### src/rtl/if_fetch_unit.sv
// if_fetch_unit: owns the PC, fetches from instruction memory and buffers {pc, instr} pairs for IF/ID.
// Define FETCH_PERF_EN to add saturating perf_fetched / perf_squashed counters.
module if_fetch_unit #(
  parameter logic [63:0] RESET_PC   = 64'h0,
  parameter int unsigned FIFO_DEPTH = 2
) (
  input  logic        clk,
  input  logic        rst,
  input  logic        stall,
  input  logic        PCSrcD_Control,
  input  logic [63:0] branch_target,
  output logic        imem_req,
  output logic [63:0] imem_addr,
  input  logic        imem_ready,
  input  logic        imem_rvalid,
  input  logic [31:0] imem_rdata,
  output logic        valid_out,
  output logic [31:0] instruction_out,
  output logic [63:0] pc_out
`ifdef FETCH_PERF_EN
  ,
  output logic [31:0] perf_fetched,
  output logic [31:0] perf_squashed
`endif
);

  localparam int unsigned PTR_W = (FIFO_DEPTH > 1) ? $clog2(FIFO_DEPTH) : 1;
  localparam int unsigned CNT_W = PTR_W + 1;

  typedef enum logic [1:0] {
    S_REQ   = 2'd0,
    S_WAIT  = 2'd1,
    S_DRAIN = 2'd2
  } state_t;

  state_t           r_state;
  logic [63:0]      r_fetch_pc;
  logic [PTR_W-1:0] r_rd_ptr;
  logic [PTR_W-1:0] r_wr_ptr;
  logic [CNT_W-1:0] r_count;
  logic [63:0]      r_pc_mem  [FIFO_DEPTH];
  logic [31:0]      r_ins_mem [FIFO_DEPTH];

  logic        w_redirect;
  logic        w_valid;
  logic        w_accept;
  logic        w_push;
  logic        w_pop;
  logic [63:0] w_target;

  assign w_redirect = PCSrcD_Control;
  assign w_target   = branch_target & ~64'h3;
  assign w_valid    = !rst && (r_count != '0);
  // Redirect suppresses a new request so the stale PC is never fetched.
  assign imem_req   = !rst && (r_state == S_REQ) && (r_count < CNT_W'(FIFO_DEPTH)) && !w_redirect;
  assign imem_addr  = r_fetch_pc;
  assign w_accept   = imem_req && imem_ready;
  assign w_push     = (r_state == S_WAIT) && imem_rvalid && !w_redirect;
  assign w_pop      = w_valid && !stall && !w_redirect;

  assign valid_out       = w_valid;
  assign instruction_out = w_valid ? r_ins_mem[r_rd_ptr] : 32'h0;
  assign pc_out          = w_valid ? r_pc_mem[r_rd_ptr] : 64'h0;

  // Fetch FSM, PC and FIFO pointers; redirect wins over stall, push and pop.
  always_ff @(posedge clk) begin
    if (rst) begin
      r_state    <= S_REQ;
      r_fetch_pc <= RESET_PC;
      r_rd_ptr   <= '0;
      r_wr_ptr   <= '0;
      r_count    <= '0;
    end else if (w_redirect) begin
      r_fetch_pc <= w_target;
      r_rd_ptr   <= '0;
      r_wr_ptr   <= '0;
      r_count    <= '0;
      case (r_state)
        S_WAIT, S_DRAIN: r_state <= imem_rvalid ? S_REQ : S_DRAIN;
        default:         r_state <= w_accept ? S_DRAIN : S_REQ;
      endcase
    end else begin
      case (r_state)
        S_REQ: begin
          if (w_accept) r_state <= S_WAIT;
        end
        S_WAIT: begin
          if (imem_rvalid) begin
            r_state    <= S_REQ;
            r_fetch_pc <= r_fetch_pc + 64'd4;
          end
        end
        S_DRAIN: begin
          if (imem_rvalid) r_state <= S_REQ;
        end
        default: r_state <= S_REQ;
      endcase
      if (w_push) r_wr_ptr <= r_wr_ptr + PTR_W'(1);
      if (w_pop)  r_rd_ptr <= r_rd_ptr + PTR_W'(1);
      case ({w_push, w_pop})
        2'b10:   r_count <= r_count + CNT_W'(1);
        2'b01:   r_count <= r_count - CNT_W'(1);
        default: r_count <= r_count;
      endcase
    end
  end

  // Prefetch storage; no reset needed since valid_out masks empty slots.
  always_ff @(posedge clk) begin
    if (w_push) begin
      r_pc_mem[r_wr_ptr]  <= r_fetch_pc;
      r_ins_mem[r_wr_ptr] <= imem_rdata;
    end
  end

`ifdef FETCH_PERF_EN
  logic        w_discard;
  logic [33:0] w_sq_sum;

  assign w_discard = imem_rvalid && ((r_state == S_DRAIN) || ((r_state == S_WAIT) && w_redirect));
  assign w_sq_sum  = {2'b00, perf_squashed} + (w_redirect ? 34'(r_count) : 34'd0) + 34'(w_discard);

  // Saturating counters: pushes, and dropped responses plus flushed entries.
  always_ff @(posedge clk) begin
    if (rst) begin
      perf_fetched  <= '0;
      perf_squashed <= '0;
    end else begin
      if (w_push && (perf_fetched != 32'hFFFF_FFFF)) perf_fetched <= perf_fetched + 32'd1;
      perf_squashed <= (w_sq_sum > 34'h0_FFFF_FFFF) ? 32'hFFFF_FFFF : w_sq_sum[31:0];
    end
  end
`endif

endmodule

### config.mk
export PLATFORM = sky130hd
export DESIGN_NAME = if_fetch_unit
export DESIGN_NICKNAME = d
export VERILOG_FILES = /design/src/rtl/if_fetch_unit.sv
export SDC_FILE = /design/constraint.sdc
export NUM_CORES = 1
export LEC_CHECK = 0
export ABC_CLOCK_PERIOD_IN_PS = 6900
export CAP_MARGIN = 20
export CORE_AREA = 2 2 153 155
export DETAILED_ROUTE_END_ITERATION = 10
export DIE_AREA = 0 0 155 157
export GPL_TIMING_DRIVEN = 0
export PLACE_DENSITY_LB_ADDON = 0.25
export SLEW_MARGIN = 40
export SYNTH_ARGS = -nofsm -noshare
export SYNTH_HDL_FRONTEND = slang
export SYNTH_SLANG_ARGS = --single-unit
export TNS_END_PERCENT = 1
### constraint.sdc
create_clock -name clk -period 6.9 [get_ports clk]
set_clock_uncertainty 0.05 [all_clocks]
set_input_delay 1.38 -clock clk [delete_from_list [all_inputs] [get_ports clk]]
set_output_delay 1.38 -clock clk [all_outputs]
set_load 0.1 [all_outputs]
Word level (Yosys, flattened, before mapping)
Memories as Yosys holds them, arrays and structs flattened. A register that Yosys moved wholly into a read port is not among the register bits.
Index checks and enable logic that the tools add are counted.
{"block": "totals", "word_cells": 61, "output_inout_bits": 162, "ram_bits": 192, "reg_bits": 70, "memories": 2}
{"block": "classes", "n_mux": 19, "n_eq_ne": 6, "n_lt_le_gt_ge": 1, "addsub": 5, "reduce_logical": 22}
{"name": "r_pc_mem", "depth": 2, "width": 64, "read_ports": 1, "rd_ports_with_merged_regs": 1, "write_ports": 1, "line_no": "41", "rtl": "logic [63:0] r_pc_mem [FIFO_DEPTH];"}
{"name": "r_ins_mem", "depth": 2, "width": 32, "read_ports": 1, "rd_ports_with_merged_regs": 1, "write_ports": 1, "line_no": "42", "rtl": "logic [31:0] r_ins_mem [FIFO_DEPTH];"}
{"op": "two-way mux 64 bit", "count": 4}
{"op": "adder 64 x 3 -> 64 bit, second input constant", "count": 1}
{"op": "two-way mux 32 bit", "count": 1}
{"op": "two-way mux 2 bit", "count": 6}
{"op": "logical AND 1 bit", "count": 9}
{"op": "case mux 2 bit (2 select lines)", "count": 2}
{"op": "nonzero test 2 bit", "count": 4}
{"op": "two-way mux 1 bit", "count": 6}
{"op": "AND reduction 2 bit", "count": 3}
{"op": "equality test 2 x 1 -> 1 bit, second input constant", "count": 2}
{"op": "equality test 2 bit, second input constant", "count": 2}
{"op": "OR reduction 2 bit", "count": 2}
{"op": "zero test 1 bit", "count": 3}
{"op": "inequality test 3 x 1 -> 1 bit, second input constant", "count": 1}
{"op": "inequality test 3 bit, second input constant", "count": 1}
{"op": "adder 1 bit, second input constant", "count": 2}
{"op": "adder 2 x 1 -> 2 bit, second input constant", "count": 1}
{"op": "zero test 2 bit", "count": 1}
{"op": "< comparator 2 bit, second input constant", "count": 1}
{"op": "subtractor 2 x 1 -> 2 bit, second input constant", "count": 1}

Logic depth before layout (Yosys ltp)
{"block": "depth", "word_depth": 8, "depth_mapped": 9, "depth_no_buf": 8}

Worst setup path after synthesis
Ideal clock, no wire load.
{"block": "synth_timing", "kind": "input -> register", "from": "input imem_rvalid", "to": "memory r_ins_mem[0][0] (enable)", "stages": 4, "slack_ps": 570, "arrival_time_ps": 5733, "setup_time_ps": 547, "required_ps": 6303, "path_cell_list": "and2_1 -> clkbuf_1 -> nand2_1 -> nor2_1"}
{"block": "synth_via", "elab_chain_len": 4}
{"item": "start, declared", "line_no": "15", "rtl": "input logic imem_rvalid,"}
{"item": "logical AND 1 bit (2 in series)", "line_no": "58", "rtl": "assign w_push = (r_state == S_WAIT) && imem_rvalid && !w_redirect;"}
{"item": "two-way mux 1 bit", "line_no": "110", "rtl": "if (w_push) begin"}
{"item": "two-way mux 1 bit (implied by the code)", "line_no": "112", "rtl": "r_ins_mem[r_wr_ptr] <= imem_rdata;"}
{"item": "end, declared", "line_no": "42"}
Every way passes these cells.

Worst setup path after layout
{"block": "layout_timing", "from": "input rst", "to": "output pc_out[42]"}
{"block": "layout_via", "elab_chain_len": 3}
{"item": "start, declared", "line_no": "8", "rtl": "input logic rst,"}
{"item": "zero test 1 bit", "line_no": "53", "rtl": "assign w_valid = !rst && (r_count != '0);"}
{"item": "logical AND 1 bit", "line_no": "53"}
{"item": "two-way mux 64 bit", "line_no": "63", "rtl": "assign pc_out = w_valid ? r_pc_mem[r_rd_ptr] : 64'h0;"}
{"item": "end, declared", "line_no": "19", "rtl": "output logic [63:0] pc_out"}
Every way passes these cells.

==> impl_metrics.yaml <==
die:
  start_util_pct: 49.9
  core_sq_um: 22500
  dieArea_sq_um: 24300
  core.rowCount: 55
  pin_count: 264
  die_w_microns: 155
  die_y_microns: 157
sta:
  whs_ps: 465
  max_freq_ghz: 0.196
  period_share_pct: 74.0
  setup_viol: 0
  drv_slew: 0
  relSlewSlack_pct: 47.8
  rsz0062_at_grt: "no"
  finalCriticalPeriod_ps: 5100
  tightestPinTransition_ps: 783
  hold_violations: 0
yosys:
  synthCells: 940
  ys_seq_area_share_pct: 62.5
  syn-cell-area_sq_um: 11200
  synth_top_area_cell: "edfxtp_1"
  ys.flop_type: "edfxtp_1"
  synthArstFlopShare_pct: 0
  synth.avg_cell_area_sq_um: 12.0
  ys_ff_latch: 257
  synth_edf_count: 188
  ys_types: 54
  netlist_top_cells_area: "edfxtp_1, dfxtp_1, mux2i_1"
  ys_warn_count: 0
  yosysTopAreaCellShare_pct: 50.2
clock_tree:
  cts_resized: 0
  cts-root-buf: "clkbuf_16"
  cts_buffer_depth: 3
  path_clk_slew_ps: 60
  clk_latency_ps: 530
  postCtsHoldBufs: 0
  numCtsBuffers: 26
  tritoncts: "done"
  htree_levels: 1
  cts_setup_buffers: 0
  cts_sinks: 257
global_route:
  gr-max-usage-layer: "met2"
  use_met1_pct: 33.3
  grt.met3_usage_pct: 4.96
  grt_pass1_vias: 8360
  grt_use_total_pct: 24.7
  antenna_found_initial: 0
  use_met2_pct: 40.5
  grt_max_degree: 32
  overflow: 0
  grt_pass1_wl_microns: 46900
worst_hold_path:
  hold_path_class: "reg -> reg"
power:
  cellPowerDensity_nw_per_um2: 241
  p_clk_share_pct: 38.1
  swShare_pct: 26.3
  power_frac_seq_pct: 50.5
  p_sw_uw: 912
  peakVddDrop_uv: 216
  p_leak_nw: 5.17
  intPower_mw: 2.55
  share_comb_of_total_power_pct: 11.4
  power_mw: 3.46
critical_path:
  arrival_ps: 3670
  path_max_fanout: 10
  path_class: "in -> out"
  worstPathRequired_ps: 5470
  critical_path.startpoint_type: "input port"
  cp-end-kind: "output port"
placement:
  dp_hpwl_microns: 22100
  port_buffers: 255
  dpl_cell_area_sq_um: 13600
  gp_congestion: 0.891
layout:
  antennaDiodeCount: 0
  area.sequential_sq_um: 7030
  nets: 1340
  fillCellCount: 1832
  final_common_cell: "edfxtp_1"
  fin_area_sq_um: 14300
  multi_input_area_sq_um: 3900
  area_growth_pct: 27.7
  mostFrequentLayoutCells: "edfxtp_1, buf_2, nor2_1"
  drive_above_1_share_pct: 18.0
routing:
  dr_total_vias: 8649
  drc: 0
  post_drt_wl_per_cell_microns: 20.1
  drtIter0Drc: 783
  drt_pass1_iterations: 5
  viasPerCell: 5.62
  ant_nets: 0
  wl_microns: 31000
run_status:
  status: "completed"
run:
  max-cap-violations: 0
sequential cells by signal (all words and copies together) (netlist names), named ones only:
| signal | flops |
|---|---|
| imem_addr | 62 |
| r_count | 2 |
| r_ins_mem | 64 |
| r_pc_mem | 124 |
| r_rd_ptr | 1 |
| r_state | 2 |
| r_wr_ptr | 1 |
worst max-delay path, stage by stage:
cell and delay, ps:
clkbuf_1 380, o21bai_1 360, clkbuf_2 490, buf_1 570
nor2_1 140, buf_2 330
worst paths after layout:
kind,startpoint,end,slack (ps),depth (start not counted)
max,rst,pc_out[42],1800,6
min,r_state[1],r_state[1],460,2
max reg2reg,r_state[1],r_pc_mem[0][30],4080,9
min reg2reg,r_state[1],r_state[1],460,2
power by group through the flow:
stage	sequential [mW]	combinational [mW]	clock, mW
3_5_place_dp	1.78	0.394	0
6_report	1.75	0.396	1.32
2_1_floorplan	1.93	0.104	0
3_3_place_gp	1.78	0.411	0
5_1_grt	1.75	0.412	1.39
4_1_cts	1.75	0.396	1.34
routing by layer:
layer  wire, microns  part of all wire (%)
met5               0                     0
met1           13200                    43
met4             884                   2.9
met2           14500                    47
met3            2380                   7.7
cells in the mapped netlist, drive strengths merged (7+ instances only):
cell type,count
edfxtp,188
buf,21
xnor2,31
or3,9
and4,18
dfxtp,69
and3,12
a21oi,18
nand2,52
nor4,23
clkbuf,39
mux2i,98
nand3,23
a311oi,7
a211oi,27
nor3,19
a2111oi,12
inv,24
nand4,21
or4,9
nor2,156
cell type report:
| cell class | count | area share [%] |
|---|---|---|
| Sequential cell | 257 | 49.0 |
| Multi-Input combinational cell | 602 | 27.2 |
| Timing Repair Buffer | 263 | 13.4 |
| Clock buffer | 34 | 4.88 |
| Tap cell | 285 | 2.49 |
| Buffer | 60 | 1.76 |
| Clock inverter | 13 | 0.663 |
| Inverter | 24 | 0.628 |
through the flow:
step | setup TNS, ps | setup WS [ps] | utilization, % | cells
3_3_place_gp | -246730 | -2510 | 62.9 | 1483
5_1_grt | 0 | 1730 | 63.8 | 1538
4_1_cts | 0 | 1530 | 63.8 | 1538
6_report | 0 | 1800 | 63.8 | 1538
2_1_floorplan | 0 | 570 | - | 943
3_5_place_dp | 0 | 1530 | 60.2 | 1491
logic make-up after synthesis:
family                     Yosys count  share of synthesized area (%)
xor gates and xnor gates            33                           2.57
other                                1                         0.0334
muxes                               99                           8.83
buffers and inverters               84                           3.02
AOI/OAI and AO/OA                   91                           5.83
and+or+nand+nor                    371                           16.8
adders and majority gates            4                          0.445
DFF                                257                           62.5
Note: power is estimated with default switching activity, not from simulation.
